**config.mk**
```make
export PLATFORM = sky130hd
export DESIGN_NAME = tetris_input_ctrl
export DESIGN_NICKNAME = d
export VERILOG_FILES = /design/src/rtl/tetris_input_ctrl.sv
export SDC_FILE = /design/constraint.sdc
export NUM_CORES = 1
export LEC_CHECK = 0
export ABC_AREA = 1
export CAP_MARGIN = 20
export CORE_UTILIZATION = 53
export DETAILED_ROUTE_END_ITERATION = 8
export PLACE_DENSITY = 0.81
export SETUP_SLACK_MARGIN = 0.15
export SLEW_MARGIN = 20
export SYNTH_ARGS = -nofsm -noshare
export SYNTH_HDL_FRONTEND = slang
export SYNTH_SLANG_ARGS = --single-unit
```
**constraint.sdc**
```tcl
create_clock -name clk -period 3.6 [get_ports clk]
set_clock_uncertainty 0.05 [all_clocks]
set_input_delay 0.54 -clock clk [delete_from_list [all_inputs] [get_ports clk]]
set_output_delay 0.54 -clock clk [all_outputs]
set_load 0.05 [all_outputs]
```
**src/rtl/tetris_input_ctrl.sv**
```systemverilog
// Player-input front end: joystick zone FSM with hysteresis, button debounce,
// and single-cycle move/press pulses with delayed auto-shift repeat.
module tetris_input_ctrl #(
    parameter int                 ADC_W        = 12,
    parameter int                 LOW_TH       = 1000,
    parameter int                 HIGH_TH      = 2300,
    parameter int                 HYST         = 100,
    parameter int                 NUM_BTN      = 2,
    parameter int                 DEBOUNCE_CYC = 500000,
    parameter int                 DAS_DELAY    = 12500000,
    parameter int                 DAS_REPEAT   = 2500000,
    parameter logic [NUM_BTN-1:0] REPEAT_MASK  = '0
) (
    input  logic               clk,
    input  logic               reset,
    input  logic [ADC_W-1:0]   adc_value,
    input  logic               adc_valid,
    input  logic [NUM_BTN-1:0] btn_raw,
    output logic               move_left,
    output logic               move_right,
    output logic [NUM_BTN-1:0] btn_press,
    output logic [NUM_BTN-1:0] btn_level,
    output logic [1:0]         zone,
    output logic               led_red,
    output logic               led_green
);

    localparam int DAS_MAX = (DAS_DELAY > DAS_REPEAT) ? DAS_DELAY : DAS_REPEAT;
    localparam int DAS_W   = $clog2(DAS_MAX + 1);
    localparam int DB_W    = (DEBOUNCE_CYC > 1) ? $clog2(DEBOUNCE_CYC) : 1;

    localparam logic [DAS_W-1:0] DAS_LOAD   = DAS_W'(DAS_DELAY);
    localparam logic [DAS_W-1:0] DAS_RELOAD = DAS_W'(DAS_REPEAT);
    localparam logic [DAS_W-1:0] DAS_ONE    = DAS_W'(1);
    localparam logic [DB_W-1:0]  DB_LAST    = DB_W'(DEBOUNCE_CYC - 1);
    localparam logic [DB_W-1:0]  DB_ONE     = DB_W'(1);

    localparam logic [ADC_W-1:0] LOW_V        = ADC_W'(LOW_TH);
    localparam logic [ADC_W-1:0] HIGH_V       = ADC_W'(HIGH_TH);
    localparam logic [ADC_W-1:0] RIGHT_EXIT_V = ADC_W'(HIGH_TH - HYST);
    localparam logic [ADC_W-1:0] LEFT_EXIT_V  = ADC_W'(LOW_TH + HYST);

    typedef enum logic [1:0] {
        ZONE_CENTER = 2'b00,
        ZONE_LEFT   = 2'b01,
        ZONE_RIGHT  = 2'b10
    } zone_t;

    zone_t            zone_q, zone_d;
    logic             dir_enter;
    logic [DAS_W-1:0] dir_cnt;

    always_ff @(posedge clk or posedge reset) begin
        if (reset) begin
            zone_q <= ZONE_CENTER;
        end else begin
            zone_q <= zone_d;
        end
    end

    always_comb begin
        zone_d = zone_q;
        if (adc_valid) begin
            unique case (zone_q)
                ZONE_CENTER: begin
                    if (adc_value > HIGH_V)     zone_d = ZONE_RIGHT;
                    else if (adc_value < LOW_V) zone_d = ZONE_LEFT;
                end
                ZONE_RIGHT: begin
                    if (adc_value < LOW_V)              zone_d = ZONE_LEFT;
                    else if (adc_value <= RIGHT_EXIT_V) zone_d = ZONE_CENTER;
                end
                ZONE_LEFT: begin
                    if (adc_value > HIGH_V)            zone_d = ZONE_RIGHT;
                    else if (adc_value >= LEFT_EXIT_V) zone_d = ZONE_CENTER;
                end
                default: zone_d = ZONE_CENTER;
            endcase
        end
        dir_enter = (zone_d != zone_q) && (zone_d != ZONE_CENTER);
    end

    assign zone      = zone_q;
    assign led_red   = (zone_q == ZONE_RIGHT);
    assign led_green = (zone_q == ZONE_LEFT);

    // One counter serves both directions; a LEFT<->RIGHT switch counts as a fresh entry.
    always_ff @(posedge clk or posedge reset) begin
        if (reset) begin
            dir_cnt    <= '0;
            move_left  <= 1'b0;
            move_right <= 1'b0;
        end else begin
            move_left  <= 1'b0;
            move_right <= 1'b0;
            if (dir_enter) begin
                move_left  <= (zone_d == ZONE_LEFT);
                move_right <= (zone_d == ZONE_RIGHT);
                dir_cnt    <= DAS_LOAD;
            end else if (zone_d == ZONE_CENTER) begin
                dir_cnt <= '0;
            end else if (dir_cnt == DAS_ONE) begin
                move_left  <= (zone_d == ZONE_LEFT);
                move_right <= (zone_d == ZONE_RIGHT);
                dir_cnt    <= DAS_RELOAD;
            end else begin
                dir_cnt <= dir_cnt - DAS_ONE;
            end
        end
    end

    logic [NUM_BTN-1:0] sync1, sync2;

    always_ff @(posedge clk or posedge reset) begin
        if (reset) begin
            sync1 <= '0;
            sync2 <= '0;
        end else begin
            sync1 <= btn_raw;
            sync2 <= sync1;
        end
    end

    for (genvar i = 0; i < NUM_BTN; i++) begin : g_btn
        logic [DB_W-1:0]  db_cnt;
        logic [DAS_W-1:0] rep_cnt;
        logic             level_q, press_q;
        logic             toggle, rise, fall;

        assign toggle = (sync2[i] != level_q) && (db_cnt == DB_LAST);
        assign rise   = toggle && !level_q;
        assign fall   = toggle && level_q;

        always_ff @(posedge clk or posedge reset) begin
            if (reset) begin
                db_cnt  <= '0;
                rep_cnt <= '0;
                level_q <= 1'b0;
                press_q <= 1'b0;
            end else begin
                press_q <= rise;
                if (sync2[i] == level_q || toggle) begin
                    db_cnt <= '0;
                end else begin
                    db_cnt <= db_cnt + DB_ONE;
                end
                if (toggle) begin
                    level_q <= ~level_q;
                end
                // Repeat timer runs only while a repeat-enabled button stays debounced-high.
                if (rise && REPEAT_MASK[i]) begin
                    rep_cnt <= DAS_LOAD;
                end else if (!level_q || fall || !REPEAT_MASK[i]) begin
                    rep_cnt <= '0;
                end else if (rep_cnt == DAS_ONE) begin
                    press_q <= 1'b1;
                    rep_cnt <= DAS_RELOAD;
                end else begin
                    rep_cnt <= rep_cnt - DAS_ONE;
                end
            end
        end

        assign btn_level[i] = level_q;
        assign btn_press[i] = press_q;
    end

endmodule

```
==> flow_summary.toml <==
[finish]
drive_gt1_share_pct = 8.97
fin_nets = 618
diodes = 0
area_growth_pct = 11.3

[sta]
period_needed_ns = 2.50
min_period_over_period_pct = 69.3
worst_pin_slew_ns = 0.790
hold_viol = 0
maxSlewHeadroom_pct = 47.3
slew_viol_final = 0
fin_setup_tns_ns = 0
max_freq_mhz = 401
finalSetupViolations = 0
rsz0062_at_grt = "false"

[clocking]
cts_resized = 0
post_cts_buffers = 0
clkSinkCount = 74
cts_tree = "yes"
cts_buffers = 9
clkLatencyLatePin_ns = 0.35
cts_hold_buf = 0
cts_max_path_buffers = 2
root_buffer = "clkbuf_8"
h-tree-depth = 3
clk_pin_slew_ns = 0.07

[place]
gp_congestion = 0.913
dp_hpwl_um = 6260
numPortBuffers = 26

[pwr]
p_seq_share_pct = 42.0
p_per_area_nw_per_um2 = 516
p_clk_share_pct = 25.9
switching_share_pct = 37.1
leakage_nw = 2.25
p_total_mw = 2.50
p_int_mw = 1.57
power_frac_comb_pct = 32.1
power.switching_uw = 928
ir_worst_vdd_mv = 0.555

[drt]
antenna_left = 0
dr_total_vias = 3736
wl_met2_um = 4400
wl_um = 8910
vias_per_cell = 5.31
wl_met3_um = 465
drc = 0
wire_per_inst_um = 12.7
highest_layer = "met4"
drt_first_pass_iters = 5
met1_length_um = 3920
drtIter0Drc = 175

[logic_synthesis]
async_flop_share_pct = 100
seq_area_frac_synth_pct = 42.6
synthesis.nets = 592
synth_most_common_cell = "nand2_1"
synthTopCellsByArea = "dfrtp_1, nand2_1, nor2_1"
postSynthCellCount = 571
ys_ff_latch = 74
syn_area_sq_um = 4350
synth_top_area_share_pct = 42.6
ys.flop_type = "dfrtp_1"
synth_commonest_cells = "nand2_1, nor2_1, inv_1, dfrtp_1, nand3_1"
synth_cell_types = 36
synth_warnings = 0
avgSynthCellArea_sq_um = 7.62
synth_top_area_cell = "dfrtp_1"
synth_edf_count = 0

[critical_path]
worst-r2r-setup-slack_ns = 1.63
r2r-start = "dir_cnt[17]"
worst_setup_path_start_kind = "register"
crit_arrival_ns = 1.91
r2r_end = "dir_cnt[8]"
reg2reg_depth = 9
worstPathMaxFanout = 7
startpoint = "zone[0]"
critPathKind = "register to output pin"
critPathCaptureType = "output pin"
cp.required_ns = 3.01

[worst_hold_path]
hold_path.startpoint = "sync1[0]"
worst_hold_path.endpoint = "sync2[0]"
min_path_cells = 0
hp-class = "register to register"

[grt]
grt-ovfl-total = 0
antenna_found_initial = 0
grt_pass1_wl_um = 15500
grtUsageTotal_pct = 22.7
grt_pass1_vias = 3694
grt_start_max_net_pins = 39

[die]
std_cell_rows = 32
ios = 27
start_util_pct = 55.4
die_x_um = 92.6
core_area_sq_um = 7850
dieHeight_um = 92.6
dieArea_sq_um = 8570

[job]
cap_violations = 0

[run_status]
status = "finished clean"
[cells by family after synthesis]
family | share of synthesized area, %
AOI/OAI and AO/OA | 3.77
xor gates and xnor gates | 5.44
adders and majority gates | 1.15
buffers and inverters | 9.40
DFF | 42.6
and+or+nand+nor | 37.7
[through the flow]
| step | area (sq um) | cells | hold slack [ns] | setup WS (ns) | util [%] |
|---|---|---|---|---|---|
| finish | 4840 | 704 | 0.308 | 1.10 | 61.7 |
| global route | 4840 | 704 | 0.323 | 1.01 | 61.7 |
| CTS | 4840 | 704 | 0.311 | 1.10 | 61.7 |
| detailed placement | 4650 | 688 | 0.288 | 1.15 | 59.2 |
| global placement | 4650 | 688 | 0.289 | 1.24 | 59.2 |
| floorplan | 4350 | 571 | 0.281 | 1.13 | - |
[registers in the layout, indices dropped and copies added (netlist names)]
name           cells
sync1              2
move_left          1
g_btn.press_q      2
dir_cnt           24
g_btn.db_cnt      38
zone               2
g_btn.level_q      2
move_right         1
sync2              2
[power by group through the flow]
stage               Clock, mW  Combinational (mW)  Sequential (mW)
floorplan                   0               0.638             1.05
global placement            0               0.765             1.06
detailed placement          0               0.789             1.06
CTS                     0.660               0.799             1.05
global route            0.689               0.918             1.06
finish                  0.647               0.801             1.05
[cells in the final DEF, fill, tap and decap left out, drive strengths merged, types with 5 or more instances in the layout]
master         count
nand2            130
nor2             112
inv               79
dfrtp             74
nand3             31
nor3              28
clkdlybuf4s50     26
xor2              19
nand4             17
o21ai             15
clkbuf            11
nor4              10
nor3b              9
xnor2              8
a21oi              8
or2                5
[worst max-delay path by stage]
stage / end / slack, ns / cells past startpoint
global route: led_green / 1.01 / 3
detailed placement: dir_cnt[17] / 1.15 / 12
CTS: led_green / 1.10 / 3
global placement: dir_cnt[21] / 1.24 / 11
finish: led_green / 1.10 / 3
floorplan: dir_cnt[0] / 1.13 / 1
[worst max-delay path, cell delays in order (launching register included)]
cell and delay [ns]:
dfrtp_1 0.48, inv_1 0.11, nor2_1 0.14, clkdlybuf4s50_1 0.82
[final cells by class]
class,instances,area (sq um)
tap,102,128
fill,685,3010
multi-input combinational,406,2090
inverter,79,297
sequential,74,1850
clock buffer,11,141
clock inverter,5,53.8
timing repair buffer,27,280
[per-layer routing]
metal | up-vias | global-route usage, %
met5 | - | 0
met4 | 0 | 8.07
met3 | 12 | 5.34
met2 | 110 | 39.0
met1 | 1748 | 27.9
li1 | 1866 | -
Note: power is estimated with default switching activity, not from simulation.
